File: src/rtl/peripheral_bus_pkg.sv
// Shared definitions for the peripheral bus bridge.
//   bridge_state_t : FSM encoding (IDLE -> ACCESS -> RESP)
//   BUS_DATA_W     : bus/register data width
//   BUS_STRB_W     : number of byte-lane strobes
//   strb_merge()   : byte-lane merge of new write data over an old word
package peripheral_bus_pkg;

    typedef enum logic [1:0] {
        IDLE   = 2'd0,
        ACCESS = 2'd1,
        RESP   = 2'd2
    } bridge_state_t;

    localparam int BUS_DATA_W = 32;
    localparam int BUS_STRB_W = 4;

    // Lane i takes new_w when strb[i] is set, otherwise keeps old_w.
    function automatic logic [BUS_DATA_W-1:0] strb_merge(
        input logic [BUS_DATA_W-1:0] old_w,
        input logic [BUS_DATA_W-1:0] new_w,
        input logic [BUS_STRB_W-1:0] strb
    );
        logic [BUS_DATA_W-1:0] merged;
        for (int i = 0; i < BUS_STRB_W; i++) begin
            merged[8*i +: 8] = strb[i] ? new_w[8*i +: 8] : old_w[8*i +: 8];
        end
        return merged;
    endfunction

endpackage

File: src/rtl/peripheral_bus_decode.sv
// Combinational byte-address decoder for the bus bridge.
//   addr : byte address
//   idx  : register index (meaningful only when err == 0)
//   sel  : one-hot register select, all zero on error
//   err  : misaligned address or index beyond REGS-1
module peripheral_bus_decode
    import peripheral_bus_pkg::*;
#(
    parameter int REGS   = 3,
    parameter int ADDR_W = 8,
    localparam int IDX_W = (REGS > 1) ? $clog2(REGS) : 1
) (
    input  logic [ADDR_W-1:0] addr,
    output logic [IDX_W-1:0]  idx,
    output logic [REGS-1:0]   sel,
    output logic              err
);

    // One extra bit so REGS == 2**(ADDR_W-2) still compares correctly.
    localparam logic [ADDR_W-2:0] REGS_LIM = (ADDR_W-1)'(REGS);

    logic [ADDR_W-2:0] word_addr;

    always_comb begin
        word_addr = {1'b0, addr[ADDR_W-1:2]};
        err       = (addr[1:0] != 2'b00) || (word_addr >= REGS_LIM);
        idx       = addr[IDX_W+1:2];
        sel       = '0;
        if (!err) begin
            sel[idx] = 1'b1;
        end
    end

endmodule

File: src/rtl/peripheral_bus_bridge.sv
// Bus-slave bridge in front of the peripheral register block.
// Handshake: a request transfers on a rising edge where req_valid && req_ready;
// a response transfers on a rising edge where rsp_valid && rsp_ready. Once
// rsp_valid is raised it and the response fields hold until that transfer.
//   clk, reset                  : clock, synchronous active-low reset
//   req_valid/req_ready         : request handshake
//   req_write/addr/wdata/wstrb  : request fields (sampled at acceptance only)
//   rsp_valid/rsp_ready         : response handshake
//   rsp_rdata, rsp_error        : response payload
//   reg_write_en, reg_data_in   : one-hot write pulse and merged data to core
//   reg_data_out                : flattened core read data, reg k at [32k+31:32k]
module peripheral_bus_bridge
    import peripheral_bus_pkg::*;
#(
    parameter int REGS   = 3,
    parameter int ADDR_W = 8,
    localparam int IDX_W = (REGS > 1) ? $clog2(REGS) : 1
) (
    input  logic                       clk,
    input  logic                       reset,
    input  logic                       req_valid,
    output logic                       req_ready,
    input  logic                       req_write,
    input  logic [ADDR_W-1:0]          req_addr,
    input  logic [BUS_DATA_W-1:0]      req_wdata,
    input  logic [BUS_STRB_W-1:0]      req_wstrb,
    output logic                       rsp_valid,
    input  logic                       rsp_ready,
    output logic [BUS_DATA_W-1:0]      rsp_rdata,
    output logic                       rsp_error,
    output logic [REGS-1:0]            reg_write_en,
    output logic [BUS_DATA_W-1:0]      reg_data_in,
    input  logic [REGS*BUS_DATA_W-1:0] reg_data_out
);

    bridge_state_t         state_q, state_d;
    logic                  req_ready_q, req_ready_d;
    logic                  rsp_valid_q, rsp_valid_d;
    logic [BUS_DATA_W-1:0] rsp_rdata_q, rsp_rdata_d;
    logic                  rsp_error_q, rsp_error_d;
    logic                  wr_q, wr_d;
    logic [ADDR_W-1:0]     addr_q, addr_d;
    logic [BUS_DATA_W-1:0] wdata_q, wdata_d;
    logic [BUS_STRB_W-1:0] wstrb_q, wstrb_d;

    logic [IDX_W-1:0]      dec_idx;
    logic [REGS-1:0]       dec_sel;
    logic                  dec_err;
    logic [BUS_DATA_W-1:0] cur_word;

    peripheral_bus_decode #(
        .REGS   (REGS),
        .ADDR_W (ADDR_W)
    ) u_decode (
        .addr (addr_q),
        .idx  (dec_idx),
        .sel  (dec_sel),
        .err  (dec_err)
    );

    // Current contents of the addressed register (used for reads and merges).
    always_comb begin
        cur_word = '0;
        for (int k = 0; k < REGS; k++) begin
            if (dec_idx == IDX_W'(k)) begin
                cur_word = reg_data_out[k*BUS_DATA_W +: BUS_DATA_W];
            end
        end
    end

    always_comb begin
        state_d     = state_q;
        rsp_valid_d = rsp_valid_q;
        rsp_rdata_d = rsp_rdata_q;
        rsp_error_d = rsp_error_q;
        wr_d        = wr_q;
        addr_d      = addr_q;
        wdata_d     = wdata_q;
        wstrb_d     = wstrb_q;
        unique case (state_q)
            IDLE: begin
                if (req_valid && req_ready_q) begin
                    wr_d    = req_write;
                    addr_d  = req_addr;
                    wdata_d = req_wdata;
                    wstrb_d = req_wstrb;
                    state_d = ACCESS;
                end
            end
            ACCESS: begin
                rsp_valid_d = 1'b1;
                rsp_error_d = dec_err;
                rsp_rdata_d = (!wr_q && !dec_err) ? cur_word : '0;
                state_d     = RESP;
            end
            RESP: begin
                if (rsp_ready) begin
                    rsp_valid_d = 1'b0;
                    rsp_rdata_d = '0;
                    rsp_error_d = 1'b0;
                    state_d     = IDLE;
                end
            end
            default: state_d = IDLE;
        endcase
        // Registered ready: low throughout reset, high from the first edge
        // after release, and high again on the edge that completes RESP.
        req_ready_d = (state_d == IDLE);
    end

    always_ff @(posedge clk) begin
        if (!reset) begin
            state_q     <= IDLE;
            req_ready_q <= 1'b0;
            rsp_valid_q <= 1'b0;
            rsp_rdata_q <= '0;
            rsp_error_q <= 1'b0;
            wr_q        <= 1'b0;
            addr_q      <= '0;
            wdata_q     <= '0;
            wstrb_q     <= '0;
        end else begin
            state_q     <= state_d;
            req_ready_q <= req_ready_d;
            rsp_valid_q <= rsp_valid_d;
            rsp_rdata_q <= rsp_rdata_d;
            rsp_error_q <= rsp_error_d;
            wr_q        <= wr_d;
            addr_q      <= addr_d;
            wdata_q     <= wdata_d;
            wstrb_q     <= wstrb_d;
        end
    end

    // Write pulse exists only while the FSM sits in ACCESS; sel is already
    // all-zero on a decode error, so errored writes never pulse.
    always_comb begin
        reg_write_en = '0;
        reg_data_in  = '0;
        if (state_q == ACCESS && wr_q) begin
            reg_write_en = dec_sel;
            if (!dec_err) begin
                reg_data_in = strb_merge(cur_word, wdata_q, wstrb_q);
            end
        end
    end

    assign req_ready = req_ready_q;
    assign rsp_valid = rsp_valid_q;
    assign rsp_rdata = rsp_rdata_q;
    assign rsp_error = rsp_error_q;

endmodule
File: config.mk
export PLATFORM = sky130hd
export DESIGN_NAME = peripheral_bus_bridge
export DESIGN_NICKNAME = d
export VERILOG_FILES = /design/src/rtl/peripheral_bus_pkg.sv /design/src/rtl/peripheral_bus_decode.sv /design/src/rtl/peripheral_bus_bridge.sv
export SDC_FILE = /design/constraint.sdc
export NUM_CORES = 1
export LEC_CHECK = 0
export CAP_MARGIN = 10
export CORE_ASPECT_RATIO = 0.75
export CORE_MARGIN = 2
export CORE_UTILIZATION = 40
export CTS_CLUSTER_DIAMETER = 80
export CTS_CLUSTER_SIZE = 28
export DETAILED_ROUTE_END_ITERATION = 10
export GPL_TIMING_DRIVEN = 0
export PLACE_DENSITY = 0.85
export SYNTH_ARGS = -nofsm -noshare
export SYNTH_HDL_FRONTEND = slang
export SYNTH_SLANG_ARGS = --single-unit
File: constraint.sdc
create_clock -name clk -period 2.7 [get_ports clk]
set_clock_uncertainty 0.2 [all_clocks]
set_input_delay 0.54 -clock clk [delete_from_list [all_inputs] [get_ports clk]]
set_output_delay 0.54 -clock clk [all_outputs]
set_load 0.01 [all_outputs]
==> run_results.csv, run 1 <==
group,metric,value,unit
synth,synth_fa_ha_area_share,0,%
timing,rsz0062_at_grt,"true",
power,clkPwrFrac,40.8,%
clock_tree,clk_pin_slew,0.06,ns
clock_tree,cts_root_buf,"clkbuf_16",
synth,avgSynthCellArea,8.740,sq um
setup_path,cp_max_fo,6,
synth,async_reset_ff_share,0,%
power,p_total,0.003339,W
timing,slew_violations,0,
floorplanning,die_w,121.9,microns
min_path,hp-class,"flip-flop to flip-flop",
timing,slew_headroom,53.08,%
synth,synth_edf_count,0,
grt,grt_max_degree,15,
synth,yosysTopAreaCellShare,39.38,%
layout,nFillCells,808,
layout,syn2layout_area_growth,72.15,%
synth,ys_seq_area_share,39.38,%
routing,num_vias,4470,
clock_tree,clockBufferDepth,2,
placed_design,place_inst,826,
power,ir_drop,0.2974,mV
synth,yosysMostFrequentCell,"nand2_1",
placed_design,place_congestion,0.8081,
synth,synth_warnings,0,
floorplanning,rows,32,
setup_path,endpoint_kind,"output port",
synth,synth-compound-area-share,21.22,%
layout,final_util,70.29,%
grt,grt_use_total,25.03,%
clock_tree,cts.sink_count,82,
floorplanning,initial_utilization,40.83,%
synth,synth_cells,477,
synth,yosys.area.top_type,"dfxtp_1",
routing,drtIter0Drc,197,
floorplanning,die_y,92.42,microns
timing,hold_viol_final,0,
grt,grt_pass1_vias,4511,
routing,drtAntennaViolNets,0,
timing,period_share,106.0,%
timing,setup_viol,31,
floorplanning,core,0.01021,sq mm
layout,drive_above_1_share,16.25,%
power,p_comb_share,20.5,%
timing,setup_ws,-0.1613,ns
layout,antenna_cells,0,
setup_path,critPathKind,"flip-flop to output port",
synth,synth_top_family_by_area,"compound AO/OA/AOI/OAI gates",
synth,synth_xor_area_share,0,%
clock_tree,cts_hold_buf,0,
setup_path,crit_arrival,2.12,ns
power,powerDensity,465.2,mW/mm^2
placed_design,port_buffers,213,
synth,ys_top_cells_by_count,"nand2_1 (91), dfxtp_1 (82), mux2i_1 (64)",
timing,tightest_slew,0.7038,ns
timing,clock.fmax,349.5,MHz
grt,antenna_found_initial,0,
layout,fin_cells,856,
synth,synthesis.area,0.004169,sq mm
layout,multi_input_area,0.002515,sq mm
routing,drc,0,
synth,synth-main-ff-cell,"dfxtp_1",
routing,routed_wl,14980,microns
timing,min_period,2.861,ns
grt,grt_pass1_wl,22180,microns
power,leakage,2.497,nW
synth,syn_nets,622,
clock_tree,clock_latency,0.32,ns
layout,nets,860,
placed_design,hpwl,11160,microns
routing,wl_per_cell,17.50,microns
outcome,failed_checks,"negative setup slack",
job,cap_viol_max_count,0,
layout,seqCellArea,0.001643,sq mm
routing,via_per_inst,5.222,
power,netSwitchingPower,0.0008363,W
setup_path,crit_required,1.96,ns
clock_tree,cts_tree,"done",
timing,whs,0.2647,ns
power,intPower,0.002502,W
clock_tree,cts_max_level,3,
grt,overflow,0,
clock_tree,cts_buffers,9,
outcome,outcome,"finished with violations",
setup_path,worstSetupStartpointType,"flip-flop",
synth,synthDistinctLibCells,24,
routing,dr.pass1.iters,4,
power,netSwitchingFraction,25.05,%
synth,synth-simple-area-share,19.30,%
floorplanning,die_area,0.01126,sq mm
synth,synthMuxAreaShare,15.37,%
power,p_seq_share,38.7,%
setup_path,rrSetupSlack,0.46,ns
synth,yosys-top-cells-area,"dfxtp_1 (39%), mux2i_1 (15%), a21boi_0 (8.3%)",
floorplanning,io_pins,215,
synth,ys_ff_latch,82,
[sequential cells by signal, summed over array words and instances (netlist names)]
| register | cells |
|---|---|
| wr_q | 1 |
| addr_q | 8 |
| rsp_error | 1 |
| rsp_valid | 1 |
| wdata_q | 32 |
| wstrb_q | 4 |
| req_ready | 1 |
| rsp_rdata | 32 |
| state_q | 2 |
[critical path: stages (launching register included)]
cell and delay [ns]:
dfxtp_2 0.32, or4_4 0.56, nor2_4 0.15, nand3_4 0.15
buf_8 0.18, buf_6 0.12, buf_6 0.11, nor2_1 0.07
buf_2 0.14
[cell usage in the layout (no fill, tap or decap), types with 2 or more instances in the layout]
cell type,instances
a22oi_1,32
o2bb2ai_1,32
clkbuf_16,9
nand2_1,91
buf_8,2
nor2_1,9
buf_4,10
clkbuf_8,4
o21ai_0,2
nor2_4,19
mux2i_1,64
a21boi_0,46
clkbuf_1,18
buf_6,30
buf_1,7
dfxtp_1,81
clkbuf_2,3
nor2_2,8
bufinv_16,2
buf_2,18
buf_12,3
nor2b_1,36
clkdlybuf4s50_1,178
[cells by family after synthesis]
group / Yosys count
DFF: 82
muxes: 64
AOI/OAI and AO/OA: 113
and+or+nand+nor: 174
buffers and inverters: 44
[path summary, 6_finish.rpt]
check              endpoint  depth (start not counted)        start
min reg2reg     wdata_q[31]                          2  wdata_q[31]
max          reg_data_in[8]                          8    addr_q[1]
min             wdata_q[31]                          2  wdata_q[31]
max reg2reg   rsp_rdata[16]                          6    addr_q[1]
[metrics by stage]
| stage | setup TNS, ns | instance area [sq um] | setup WS (ns) |
|---|---|---|---|
| floorplan | 0 | 4169 | 0.4016 |
| global placement | -15.19 | 6471 | -0.5606 |
| detailed placement | -16.37 | 6471 | -0.5568 |
| CTS | -2.994 | 6980 | -0.2294 |
| global route | -4.254 | 7177 | -0.2333 |
| finish | -1.883 | 7177 | -0.1613 |
[layer usage]
layer,vias to the layer above,wire (microns),track usage [%]
li1,2136,-,-
met1,2141,6185,30.68
met2,174,7475,45.16
met3,19,1119,5.111
met4,0,196,5.364
met5,-,0,0
[power by group through the flow]
stage | registers (W) | logic (W) | clock network, W
detailed placement | 0.00132 | 0.000629 | 0
floorplan | 0.00132 | 0.000284 | 0
global placement | 0.00131 | 0.000617 | 0
finish | 0.00129 | 0.000684 | 0.00136
global route | 0.00130 | 0.000733 | 0.00143
CTS | 0.00129 | 0.000662 | 0.00138
[area by class of cell]
type / instances / share of cell area, %
Tap cell: 136 / 2.371
Buffer: 42 / 3.591
Sequential cell: 82 / 22.89
Clock inverter: 5 / 1.185
Timing Repair Buffer: 229 / 31.40
Multi-Input combinational cell: 351 / 35.04
Clock buffer: 11 / 3.522
[what timing repair did]
item / CTS / global route
gates resized for setup: 197 / 60
pin swaps: 4 / 30
setup buffers: 13 / 3
setup endpoints to repair: 35 / 36
Note: power is estimated with default switching activity, not from simulation.
==> inputs of run 2 (changes only) <==
- SKIP_CTS_REPAIR_TIMING: unset -> 1
==> run_results.csv, run 2 (synthesized netlist as in run 1, its figures left out) <==
group,metric,value,unit
timing,min_period,2.918,ns
floorplanning,io_pins,215,
floorplanning,core,0.01021,sq mm
grt,grt_use_total,24.22,%
routing,drc,0,
layout,seqCellArea,0.001643,sq mm
routing,num_vias,4496,
layout,syn2layout_area_growth,75.33,%
power,ir_drop,0.2936,mV
timing,clock.fmax,342.7,MHz
power,p_comb_share,20.7,%
grt,met2_usage,43.85,%
setup_path,rr_worst_depth,6,
clock_tree,cts_max_level,3,
job,cap_viol_max_count,0,
setup_path,critPathKind,"flip-flop to output port",
timing,slew_violations,0,
placed_design,hpwl,11160,microns
setup_path,path_common_cell,"buf_6",
placed_design,place_congestion,0.8081,
power,powerDensity,458.3,mW/mm^2
setup_path,cp_slowest_stage_delay,0.55,ns
clock_tree,clockBufferDepth,2,
timing,hold_viol_final,0,
layout,multi_input_area,0.002546,sq mm
layout,drive_above_1_share,17.53,%
grt,overflow,0,
setup_path,crit_arrival,2.18,ns
setup_path,critical-path-slowest-cell,"or4_4",
grt,grt_pass1_vias,4366,
min_path,worstHoldPathCells,2,
routing,wl_per_cell,17.67,microns
floorplanning,rows,32,
routing,via_per_inst,5.192,
clock_tree,cts_buffers,9,
floorplanning,die_y,92.42,microns
timing,setup_ws,-0.2184,ns
power,p_seq_share,38.6,%
placed_design,port_buffers,213,
grt,grtUsageMet1,29.92,%
setup_path,crit_required,1.96,ns
clock_tree,cts_tree,"done",
floorplanning,die_area,0.01126,sq mm
routing,drtIter0Drc,196,
routing,drtAntennaViolNets,0,
setup_path,worstSetupStartpointType,"flip-flop",
clock_tree,cts_root_buf,"clkbuf_16",
clock_tree,clock_latency,0.32,ns
timing,tightest_slew,0.7358,ns
timing,setup_viol,32,
grt,top_usage_layer,"met2",
grt,grtUsageMet3,4.803,%
floorplanning,initial_utilization,40.83,%
min_path,hp-class,"flip-flop to flip-flop",
layout,mostFrequentLayoutCells,"clkdlybuf4s50_1 (178), nand2_1 (91), dfxtp_1 (81)",
grt,grt_max_degree,15,
outcome,failed_checks,"negative setup slack",
setup_path,cp_max_fo,6,
grt,antenna_found_initial,0,
layout,nFillCells,778,
clock_tree,clk_pin_slew,0.07,ns
grt,grt_pass1_wl,21430,microns
timing,rsz0062_at_grt,"true",
timing,slew_headroom,50.95,%
outcome,outcome,"finished with violations",
power,leakage,2.545,nW
layout,antenna_cells,0,
power,p_total,0.003350,W
setup_path,endpoint_kind,"output port",
timing,period_share,108.1,%
power,netSwitchingFraction,25.18,%
timing,whs,0.2631,ns
routing,dr.pass1.iters,4,
setup_path,crit_chain,"or4_4 > nor2_4 > nand3_4 > buf_6 > buf_8 > buf_6 > nor2_2 > buf_2",
clock_tree,cts.sink_count,82,
layout,nets,870,
power,intPower,0.002507,W
power,clkPwrFrac,40.7,%
floorplanning,die_w,121.9,microns
routing,routed_wl,15300,microns
layout,final_common_cell,"clkdlybuf4s50_1",
power,netSwitchingPower,0.0008434,W
==> run 2: cell count changes in the layout (fill, tap and decap cells not counted), moves of 3 or more <==
cell | before | now
buf_6 | 30 | 37
buf_12 | 3 | 0
buf_2 | 18 | 13
clkbuf_2 | 3 | 8
buf_8 | 2 | 5
clkbuf_4 | 0 | 4
==> run 2: routing by layer <==
layer	up-vias	share of wire, %
li1	2161	-
met5	-	0
met2	168	50
met4	0	1.1
met1	2152	41
met3	15	7.5
==> run 2: stage by stage <==
step / setup slack, ns / setup TNS, ns / util, % / instances / area [sq um]
floorplan: 0.4016 / 0 / - / 477 / 4169
global placement: -0.5606 / -15.19 / 63.38 / 826 / 6471
detailed placement: -0.5568 / -16.37 / 63.38 / 826 / 6471
CTS: -0.9281 / -27.73 / 66.69 / 842 / 6809
global route: -0.3028 / -6.484 / 71.59 / 866 / 7310
finish: -0.2184 / -3.934 / 71.59 / 866 / 7310
==> run 2: power groups by stage <==
| stage | Clock [W] | Combinational [W] | Sequential [W] |
|---|---|---|---|
| floorplan | 0 | 0.000284 | 0.00132 |
| global placement | 0 | 0.000617 | 0.00131 |
| detailed placement | 0 | 0.000629 | 0.00132 |
| CTS | 0.00138 | 0.000633 | 0.00129 |
| global route | 0.00143 | 0.000741 | 0.00130 |
| finish | 0.00136 | 0.000693 | 0.00129 |
==> run 2: worst paths after layout <==
| kind | endpoint | start | slack [ns] |
|---|---|---|---|
| max | reg_data_in[16] | addr_q[5] | -0.22 |
| min | wdata_q[29] | wdata_q[29] | 0.26 |
| max reg2reg | rsp_rdata[28] | addr_q[5] | 0.40 |
| min reg2reg | wdata_q[29] | wdata_q[29] | 0.26 |
==> run 2: layout make-up <==
cell class	instances	area share, %
clock inverter	5	1.164
timing repair buffer	236	32.03
clock buffer	11	3.458
multi-input combinational	352	34.83
buffer	44	3.714
tap	136	2.328
sequential	82	22.48
==> run 2: critical path: cells and delay by family, from the launching register on <==
kind	cells	cell delay (ns)
AND/OR/NAND/NOR	4	0.95
buffers and inverters	4	0.57
flip-flops	1	0.32
==> inputs of run 3 (changes only) <==
- TNS_END_PERCENT: unset -> 100
==> results of run 3 <==
No change in the layout: final DEF, timing and power equal those of run 2.
